$ cat config.mk
export PLATFORM = sky130hd
export DESIGN_NAME = updown_mod_counter_flat
export DESIGN_NICKNAME = d
export VERILOG_FILES = /design/src/rtl/updown_mod_counter_if.sv /design/src/rtl/updown_mod_counter.sv /design/src/flat_wrapper.sv
export SDC_FILE = /design/constraint.sdc
export NUM_CORES = 1
export LEC_CHECK = 0
export CAP_MARGIN = 30
export CORE_MARGIN = 2
export CORE_UTILIZATION = 40
export CTS_CLUSTER_DIAMETER = 100
export DETAILED_ROUTE_END_ITERATION = 8
export PLACE_DENSITY = 0.7
export SLEW_MARGIN = 20
export SYNTH_ARGS = -nofsm -noshare
export SYNTH_HDL_FRONTEND = slang
export SYNTH_SLANG_ARGS = --single-unit
$ cat constraint.sdc
create_clock -name clk -period 2.9 [get_ports clk]
set_input_delay 0.58 -clock clk [delete_from_list [all_inputs] [get_ports clk]]
set_output_delay 0.58 -clock clk [all_outputs]
set_load 0.01 [all_outputs]
$ cat src/rtl/updown_mod_counter_if.sv
// ---------------------------------------------------------------------------
// updown_mod_counter_if
//   Control/status bundle for the up/down modulus counter.
//   master : drives the controls (en, up, load, load_val, limit) and observes
//            the counter state (count, at_limit, tc).
//   slave  : the counter itself.
// Signals
//   en        count enable, one step per cycle while high
//   up        direction, 1 = increment, 0 = decrement
//   load      synchronous parallel load of load_val
//   load_val  [WIDTH] value taken on load
//   limit     [WIDTH] inclusive upper bound of the counting range
//   count     [WIDTH] registered counter value
//   at_limit  combinational boundary indication for the current direction
//   tc        registered terminal-count pulse
// ---------------------------------------------------------------------------
interface updown_mod_counter_if #(
  parameter int WIDTH = 8
);
  logic             en;
  logic             up;
  logic             load;
  logic [WIDTH-1:0] load_val;
  logic [WIDTH-1:0] limit;
  logic [WIDTH-1:0] count;
  logic             at_limit;
  logic             tc;

  modport master (
    output en, up, load, load_val, limit,
    input  count, at_limit, tc
  );

  modport slave (
    input  en, up, load, load_val, limit,
    output count, at_limit, tc
  );
endinterface

$ cat src/rtl/updown_mod_counter.sv
// ---------------------------------------------------------------------------
// updown_mod_counter
//   Parametrised up/down sequence counter with enable, synchronous load,
//   runtime inclusive limit, wrap or saturate behaviour at the boundaries and
//   a registered terminal-count pulse.
// Parameters
//   WIDTH      counter width in bits (>= 2)
//   SATURATE   0 = wrap at boundaries, 1 = hold at boundaries
//   RESET_VAL  count value after reset
// Ports
//   clk    clock, all state changes on the rising edge
//   reset  synchronous active-high reset (overrides load and en)
//   bus    slave side of updown_mod_counter_if (controls in, count/at_limit/tc out)
// ---------------------------------------------------------------------------
module updown_mod_counter #(
  parameter int WIDTH     = 8,
  parameter int SATURATE  = 0,
  parameter int RESET_VAL = 0
) (
  input  logic                 clk,
  input  logic                 reset,
  updown_mod_counter_if.slave  bus
);

  localparam logic [WIDTH-1:0] RESET_COUNT = WIDTH'(RESET_VAL);
  localparam logic [WIDTH-1:0] ZERO        = {WIDTH{1'b0}};
  localparam logic [WIDTH-1:0] ONE         = {{(WIDTH-1){1'b0}}, 1'b1};

  logic [WIDTH-1:0] count_r;
  logic             tc_r;
  logic [WIDTH-1:0] next_count_s;
  logic             next_tc_s;
  logic             boundary_s;

  // Boundary for the current direction; counts parked above limit count as
  // "at the top" going up, but only zero is the bottom going down.
  always_comb begin
    boundary_s = 1'b0;
    if (bus.up) begin
      boundary_s = (count_r >= bus.limit);
    end else begin
      boundary_s = (count_r == ZERO);
    end
  end

  // Next count / terminal-count selection; load wins over en, idle holds.
  always_comb begin
    next_count_s = count_r;
    next_tc_s    = 1'b0;
    if (bus.load) begin
      // Loaded value is taken verbatim, even above limit.
      next_count_s = bus.load_val;
      next_tc_s    = 1'b0;
    end else if (bus.en) begin
      if (boundary_s) begin
        next_tc_s = 1'b1;
        if (bus.up) begin
          next_count_s = (SATURATE != 0) ? bus.limit : ZERO;
        end else begin
          next_count_s = (SATURATE != 0) ? ZERO : bus.limit;
        end
      end else begin
        next_tc_s = 1'b0;
        // Modulo 2^WIDTH arithmetic; a count above limit walks back down.
        if (bus.up) begin
          next_count_s = count_r + ONE;
        end else begin
          next_count_s = count_r - ONE;
        end
      end
    end else begin
      next_count_s = count_r;
      next_tc_s    = 1'b0;
    end
  end

  // State register with synchronous reset.
  always_ff @(posedge clk) begin
    if (reset) begin
      count_r <= RESET_COUNT;
      tc_r    <= 1'b0;
    end else begin
      count_r <= next_count_s;
      tc_r    <= next_tc_s;
    end
  end

  assign bus.count    = count_r;
  assign bus.tc       = tc_r;
  assign bus.at_limit = boundary_s;

endmodule
$ cat src/flat_wrapper.sv
// flat-port wrapper written by rule: the top's interface ports become plain ports
module updown_mod_counter_flat 
#(
  parameter int WIDTH     = 8,
  parameter int SATURATE  = 0,
  parameter int RESET_VAL = 0
)
  (clk, reset, bus_en, bus_up, bus_load, bus_load_val, bus_limit, bus_count, bus_at_limit, bus_tc);
  updown_mod_counter_if #(.WIDTH(WIDTH)) bus_i ();
  input  logic clk;
  input  logic reset;
  input wire logic [$bits(bus_i.en)-1:0] bus_en;
  input wire logic [$bits(bus_i.up)-1:0] bus_up;
  input wire logic [$bits(bus_i.load)-1:0] bus_load;
  input wire logic [$bits(bus_i.load_val)-1:0] bus_load_val;
  input wire logic [$bits(bus_i.limit)-1:0] bus_limit;
  output wire logic [$bits(bus_i.count)-1:0] bus_count;
  output wire logic [$bits(bus_i.at_limit)-1:0] bus_at_limit;
  output wire logic [$bits(bus_i.tc)-1:0] bus_tc;
  assign bus_i.en = bus_en;
  assign bus_i.up = bus_up;
  assign bus_i.load = bus_load;
  assign bus_i.load_val = bus_load_val;
  assign bus_i.limit = bus_limit;
  assign bus_count = bus_i.count;
  assign bus_at_limit = bus_i.at_limit;
  assign bus_tc = bus_i.tc;
  updown_mod_counter #(.WIDTH(WIDTH), .SATURATE(SATURATE), .RESET_VAL(RESET_VAL)) u_core (.clk(clk), .reset(reset), .bus(bus_i));
endmodule
Word level (Yosys, flattened, before mapping)
Index checks and enable logic that the tools add are counted.

storage, ports and cells
  flip-flop bits (word level) = 9
  logic and storage cells = 16

cells by class
  add/sub/neg operators = 2
  order comparisons = 1
  muxes and demuxes = 7
  reduce and logical (&&, ||, !) cells = 3
  bitwise gates (word level) = 1

operators with widths
  operator                                          number
  2-to-1 mux 8 bit                                  5
  adder 8 x 1 -> 8 bit, second input constant       1
  >= comparator 8 bit                               1
  zero test 8 bit                                   1
  subtractor 8 x 1 -> 8 bit, second input constant  1
  OR reduction 3 bit                                1
  2-to-1 mux 1 bit                                  2
  nonzero test 2 bit                                1
  inverter 1 bit                                    1

Depth between registers and ports, before layout
Gate-level depths: netlist of run 1.

  word-level depth = 5
  depth in mapped cells = 7
  depth with buffers taken out = 7

Worst setup path after synthesis of run 1
OpenSTA, ideal clock, no wires.

  path type = input to output
  start point = input port bus_limit[3]
  end point = output port bus_at_limit
  buffers on the path = 0
  arrival time = 1,529 ps
  stages = 6
  required time = 2,320 ps
  slack = 791 ps
  path through = inv_1 ha_1 a211oi_2 o21ai_1 o211ai_4 inv_1

on the way
  word-level cells in the longest chain between the ends = 2

ends and longest elaborated chain
  element              line                      text
  start, declared      flat_wrapper.sv:16        input wire logic [$bits(bus_i.limit)-1:0] bus_limit;
  >= comparator 8 bit  updown_mod_counter.sv:40  boundary_s = (count_r >= bus.limit);
  2-to-1 mux 1 bit     updown_mod_counter.sv:39  if (bus.up) begin
  end, declared        flat_wrapper.sv:18        output wire logic [$bits(bus_i.at_limit)-1:0] bus_at_limit;

No other way between the ends.

Worst setup path in the final report of run 1
Ends and elaborated chain as after synthesis.

==> results.cfg, run 1 <==
[cells_and_area]
syn_to_final_growth_pct = 41.68
layout_commonest_cell = clkdlybuf4s50_1
fillerInstances = 238
antenna_cells = 0
drive_gt1_share_pct = 18.18
nNetsFinal = 191
utilization_pct = 59.10
final_cell_mix = clkdlybuf4s50_1, ha_1, a21oi_1

[floorplan]
rows = 18
chipWidth_um = 54.37
chipHeight_um = 54.37
io_pins = 31
initial_utilization_pct = 41.72
die_area_um2 = 2956
core_region_area_um2 = 2432

[grt]
grt_usage_pct = 21.14
use_met2_pct = 40.76
grt_overflow = 0
grt_use_met3_pct = 4.372
gr-max-usage-layer = met2
grt_max_degree = 17
antenna_found_initial = 0
grt_pass1_vias = 1052
grt_pass1_wl_mm = 4.547
grt_use_met1_pct = 23.68

[worst_setup_path]
cpPeakStageDelay_ns = 0.50
reg2reg_from = u_core.bus.count[0]
crit_path_top_delay_cell = clkdlybuf4s50_1
crit_type = in2out
start_kind = input pin
path_cells = clkdlybuf4s50_1 > inv_1 > ha_4 > a211oi_2 > o21ai_2 > o211ai_4 > inv_1 > dlygate4sd2_1
required_ns = 2.32
crit_fanout = 2
reg2reg_to = u_core.bus.count[6]
regToRegSetupSlack_ns = 0.96
worst_ep_arrival_time_ns = 2.22
crit_top_cell = inv_1
r2r_cells = 7
crit_path_end_kind = output port

[timing]
maxSlewHeadroom_pct = 65.02
maxSlewViolCount = 0
worst_pin_slew_ns = 0.5230
finalCritPeriodShare_pct = 96.70
fin_worst_hold_slack_ns = 0.6624
hold_viol = 0
fmax_ghz = 0.3566
rsz0062_at_grt = false
finClkSkew_ns = 0.003430
worst_slack_ns = 0.09565
setup_viol = 0
fin_crit_ns = 2.804

[power]
ir_drop_v = 0.0002544
p_leak_nw = 0.6146
totalPowerFinal_w = 0.0005265
power.density_nw_per_um2 = 366.2

[logic_synthesis]
seq_area_frac_synth_pct = 17.76
yosysWarnings = 0
synth_area_um2 = 1015
synthCells = 116
async_flop_share_pct = 0
synth_seq_cells = 9
synth_edf_count = 0
syn_nets = 152
yosys_most_used_dff = dfxtp_1
ys_types = 43
synth_area_per_cell_um2 = 8.748

[clock_tree]
root_buffer = clkbuf_4
clock_latency_ns = 0.27
cts_setup_buffers = 0
cts_tree = yes
cts_buffer_depth = 2
cts_buffers = 3
clock_sinks = 9
cts.reportedPaths.clkPinSlew_ns = 0.06
cts_max_level = 1

[worst_hold_path]
min_from = u_core.bus.count[0]
hold_class = reg2reg
holdPathEnd = u_core.bus.count[0]
hold-path-cell-count = 2

[run_status]
status = finished clean

[placement]
io_buffers = 30
gp_congestion = 0.7613
post-place-ws_ns = -0.1730
dp_hpwl_mm = 2.217

[run]
maxCapViolCount = 0

[detailed_routing]
routedWlPerCell_um = 14.97
wl_mm = 2.754
drc = 0
num_vias = 1035
firstDrtPassIters = 4
vias_per_cell = 5.625
drt-initial-drc-count = 5
ant_nets = 0
==> synthesized netlist by cell type, types with 3 or more instances <==
master    count  share of area, %
inv_1        11               4.1
nand2_1       6               2.2
o211ai_1      3               2.2
buf_2         4               2.0
ha_1         14                17
o221ai_1      4               3.5
a21o_1        3               2.2
a21oi_1      12               5.9
dfxtp_1       9                18
xnor2_1       4               3.5
nand3_1       3               1.5
nor3b_1       8               5.9
==> final cells by class <==
cell class / instances / area, um2 / area share, %
clock buffers: 4 / 26.28 / 1.828
multi-input cells: 91 / 785.8 / 54.66
well taps: 30 / 37.54 / 2.611
flip-flops and latches: 9 / 180.2 / 12.53
inverters: 11 / 41.29 / 2.872
repair buffers: 39 / 366.6 / 25.50
==> timing repair <==
action / in CTS / in global routing
pin swaps: 1 / 2
hold buffers: 0 / 0
cloned: 0 / 0
endpoints found under the setup margin: 1 / 1
gates resized for setup: 1 / 2
==> kinds of logic (layout without fill, tap and decap cells) <==
kind of cell             count (synthesis)  in the layout  share of synthesized area [%]
AND/OR/NAND/NOR                         29             29                          18.74
flip-flops                               9              9                          17.76
AO/OA/AOI/OAI                           42             42                          33.54
XOR/XNOR                                 5              5                          4.315
adder cells (fa/ha/maj)                 15             15                          19.24
buffers and inverters                   16             54                          6.412
==> routing by layer <==
layer,vias to the layer above,part of all wire [%]
met5,-,0
met4,0,0.54
met3,2,5.6
met2,30,50
met1,481,44
li1,522,-
==> state kept, by name, summed over array words and instances, names as in the netlist <==
name and flops:
u_core.bus.tc 1, u_core.bus.count 8
==> power by group <==
part	internal [W]	switching, W
combinational	0.000142	0.000127
sequential	0.000136	0.0000191
clock	0.0000533	0.0000492
==> worst max-delay path by stage <==
stage / start / to / slack (ns) / cells after the start
after detailed placement: bus_limit[6] / bus_at_limit / -0.17 / 8
after global routing: bus_limit[6] / bus_at_limit / 0.006 / 8
final: bus_limit[3] / bus_at_limit / 0.1 / 8
after floorplan: bus_limit[3] / bus_at_limit / 0.79 / 6
after CTS: bus_limit[3] / bus_at_limit / 0.05 / 8
after global placement: bus_limit[6] / bus_at_limit / -0.14 / 8
==> critical path: cells and delay by family <==
family / cells / cell delay [ns]
AO/OA/AOI/OAI: 3 / 0.50
buffers and inverters: 4 / 0.93
adder cells (fa/ha/maj): 1 / 0.22
==> per-stage QoR <==
step | TNS, ns | instance area, um2 | cells
2_1_floorplan | 0 | 1015 | 116
3_3_place_gp | -0.1364 | 1396 | 180
3_5_place_dp | -0.1730 | 1396 | 180
4_1_cts | 0 | 1421 | 184
5_1_grt | 0 | 1438 | 184
6_report | 0 | 1438 | 184
Note: power is estimated with default switching activity, not from simulation.
==> run 2, diff against run 1 <==
GPL_TIMING_DRIVEN = 0   (was default)
==> run 2 against run 1 <==
Via count shrank 0.58%. Register-to-register slack got worse by 0.02 ns. Utilization down 2.9 points. Cell count fell by 3.3%. First-iteration DRC count grew to 5.0 times the previous value. Critical endpoint unchanged.
==> results.cfg, run 2 (same netlist as run 1, synthesis figures left out) <==
[run_status]
status = finished clean

[timing]
rsz0062_at_grt = false
setup_viol = 0
fin_crit_ns = 2.796
worst_pin_slew_ns = 0.4701
maxSlewViolCount = 0
fmax_ghz = 0.3577
maxSlewHeadroom_pct = 68.66
hold_viol = 0
worst_slack_ns = 0.1041
finClkSkew_ns = 0.005727
finalCritPeriodShare_pct = 96.41

[detailed_routing]
drt-initial-drc-count = 25
firstDrtPassIters = 4
vias_per_cell = 5.781
num_vias = 1029
routedWlPerCell_um = 15.08
wl_mm = 2.684
ant_nets = 0
drc = 0

[power]
p_leak_nw = 0.5944
totalPowerFinal_w = 0.0005078
power.density_nw_per_um2 = 371.6
ir_drop_v = 0.0002372

[cells_and_area]
fillerInstances = 241
final_cell_mix = clkdlybuf4s50_1, ha_1, a21oi_1
syn_to_final_growth_pct = 34.65
nNetsFinal = 185
antenna_cells = 0
largest_reg_flops = 8
drive_gt1_share_pct = 16.22
multi_input_area_um2 = 778.2
seq_area_um2 = 180.2
layout_commonest_cell = clkdlybuf4s50_1

[grt]
antenna_found_initial = 0
grt_max_degree = 11
grt_pass1_vias = 967
grt_pass1_wl_mm = 4.181
grt_overflow = 0
grt_usage_pct = 19.62

[placement]
post-place-ws_ns = -0.2751
io_buffers = 27
gp_congestion = 0.8273
dp_hpwl_mm = 2.174

[worst_setup_path]
crit_type = in2out
regToRegSetupSlack_ns = 0.94
worst_ep_arrival_time_ns = 2.22
start_kind = input pin
required_ns = 2.32
crit_fanout = 2
r2r_cells = 8
crit_path_end_kind = output port

[floorplan]
chipHeight_um = 54.37
core_region_area_um2 = 2432
io_pins = 31
chipWidth_um = 54.37
initial_utilization_pct = 41.72
die_area_um2 = 2956
rows = 18

[worst_hold_path]
hold-path-cell-count = 1
hold_class = reg2reg

[clock_tree]
cts_tree = yes
cts.reportedPaths.clkPinSlew_ns = 0.06
cts_max_level = 1
clock_latency_ns = 0.26
root_buffer = clkbuf_4
cts_buffers = 3
cts_buffer_depth = 2
clock_sinks = 9
cts_hold_buf = 0

[run]
maxCapViolCount = 0
[run 2: cell type report]
cell class | count | share of cell area, %
repair buffers | 28 | 20.42
multi-input cells | 91 | 56.96
well taps | 30 | 2.747
inverters | 11 | 3.022
clock buffers | 4 | 1.923
flip-flops and latches | 9 | 13.19
plain buffers | 5 | 1.740
[run 2: path summary, 6_finish.rpt]
check	endpoint	startpoint
worst min-delay path	u_core.bus.count[0]	u_core.bus.count[0]
worst max-delay path	bus_at_limit	bus_limit[1]
worst max register to register	u_core.bus.count[4]	u_core.bus.count[0]
worst min register to register	u_core.bus.count[0]	u_core.bus.count[0]
[run 2: repair_timing]
| action | CTS | global route |
|---|---|---|
| pin swaps | 1 | 2 |
| endpoints found under the setup margin | 1 | 1 |
| buffers inserted | 1 | 0 |
| gates resized for setup | 2 | 2 |
[run 2: per-stage QoR]
stage / instance area [um2] / TNS [ns] / hold slack (ns) / utilization [%] / std cells
after CTS: 1359 / 0 / 0.6272 / 55.86 / 178
after global placement: 1323 / -0.2772 / 0.5995 / 54.37 / 173
after global routing: 1366 / 0 / 0.6495 / 56.17 / 178
final: 1366 / 0 / 0.6220 / 56.17 / 178
after detailed placement: 1323 / -0.2751 / 0.6200 / 54.37 / 173
after floorplan: 1015 / 0 / 0.5915 / - / 116
[run 2: layer usage]
| layer | wire, um | GRT usage [%] | vias to the layer above |
|---|---|---|---|
| met3 | 167 | 6.011 | 5 |
| li1 | - | - | 508 |
| met4 | 30 | 4.167 | 0 |
| met2 | 1289 | 36.14 | 35 |
| met1 | 1196 | 21.95 | 481 |
| met5 | 0 | 0 | - |
[run 2: report_power, final]
part / switching [W] / internal, W / total [W]
clock network: 0.0000453 / 0.0000531 / 0.0000984
registers: 0.0000198 / 0.000136 / 0.000156
logic: 0.000124 / 0.000130 / 0.000254
[run 2: critical path, stage by stage]
cell             delay (ns)
clkdlybuf4s50_1        0.49
inv_1                  0.05
ha_1                   0.26
o211ai_1               0.21
o21ai_2                0.09
o211ai_4               0.20
inv_1                  0.05
dlygate4sd2_1          0.28
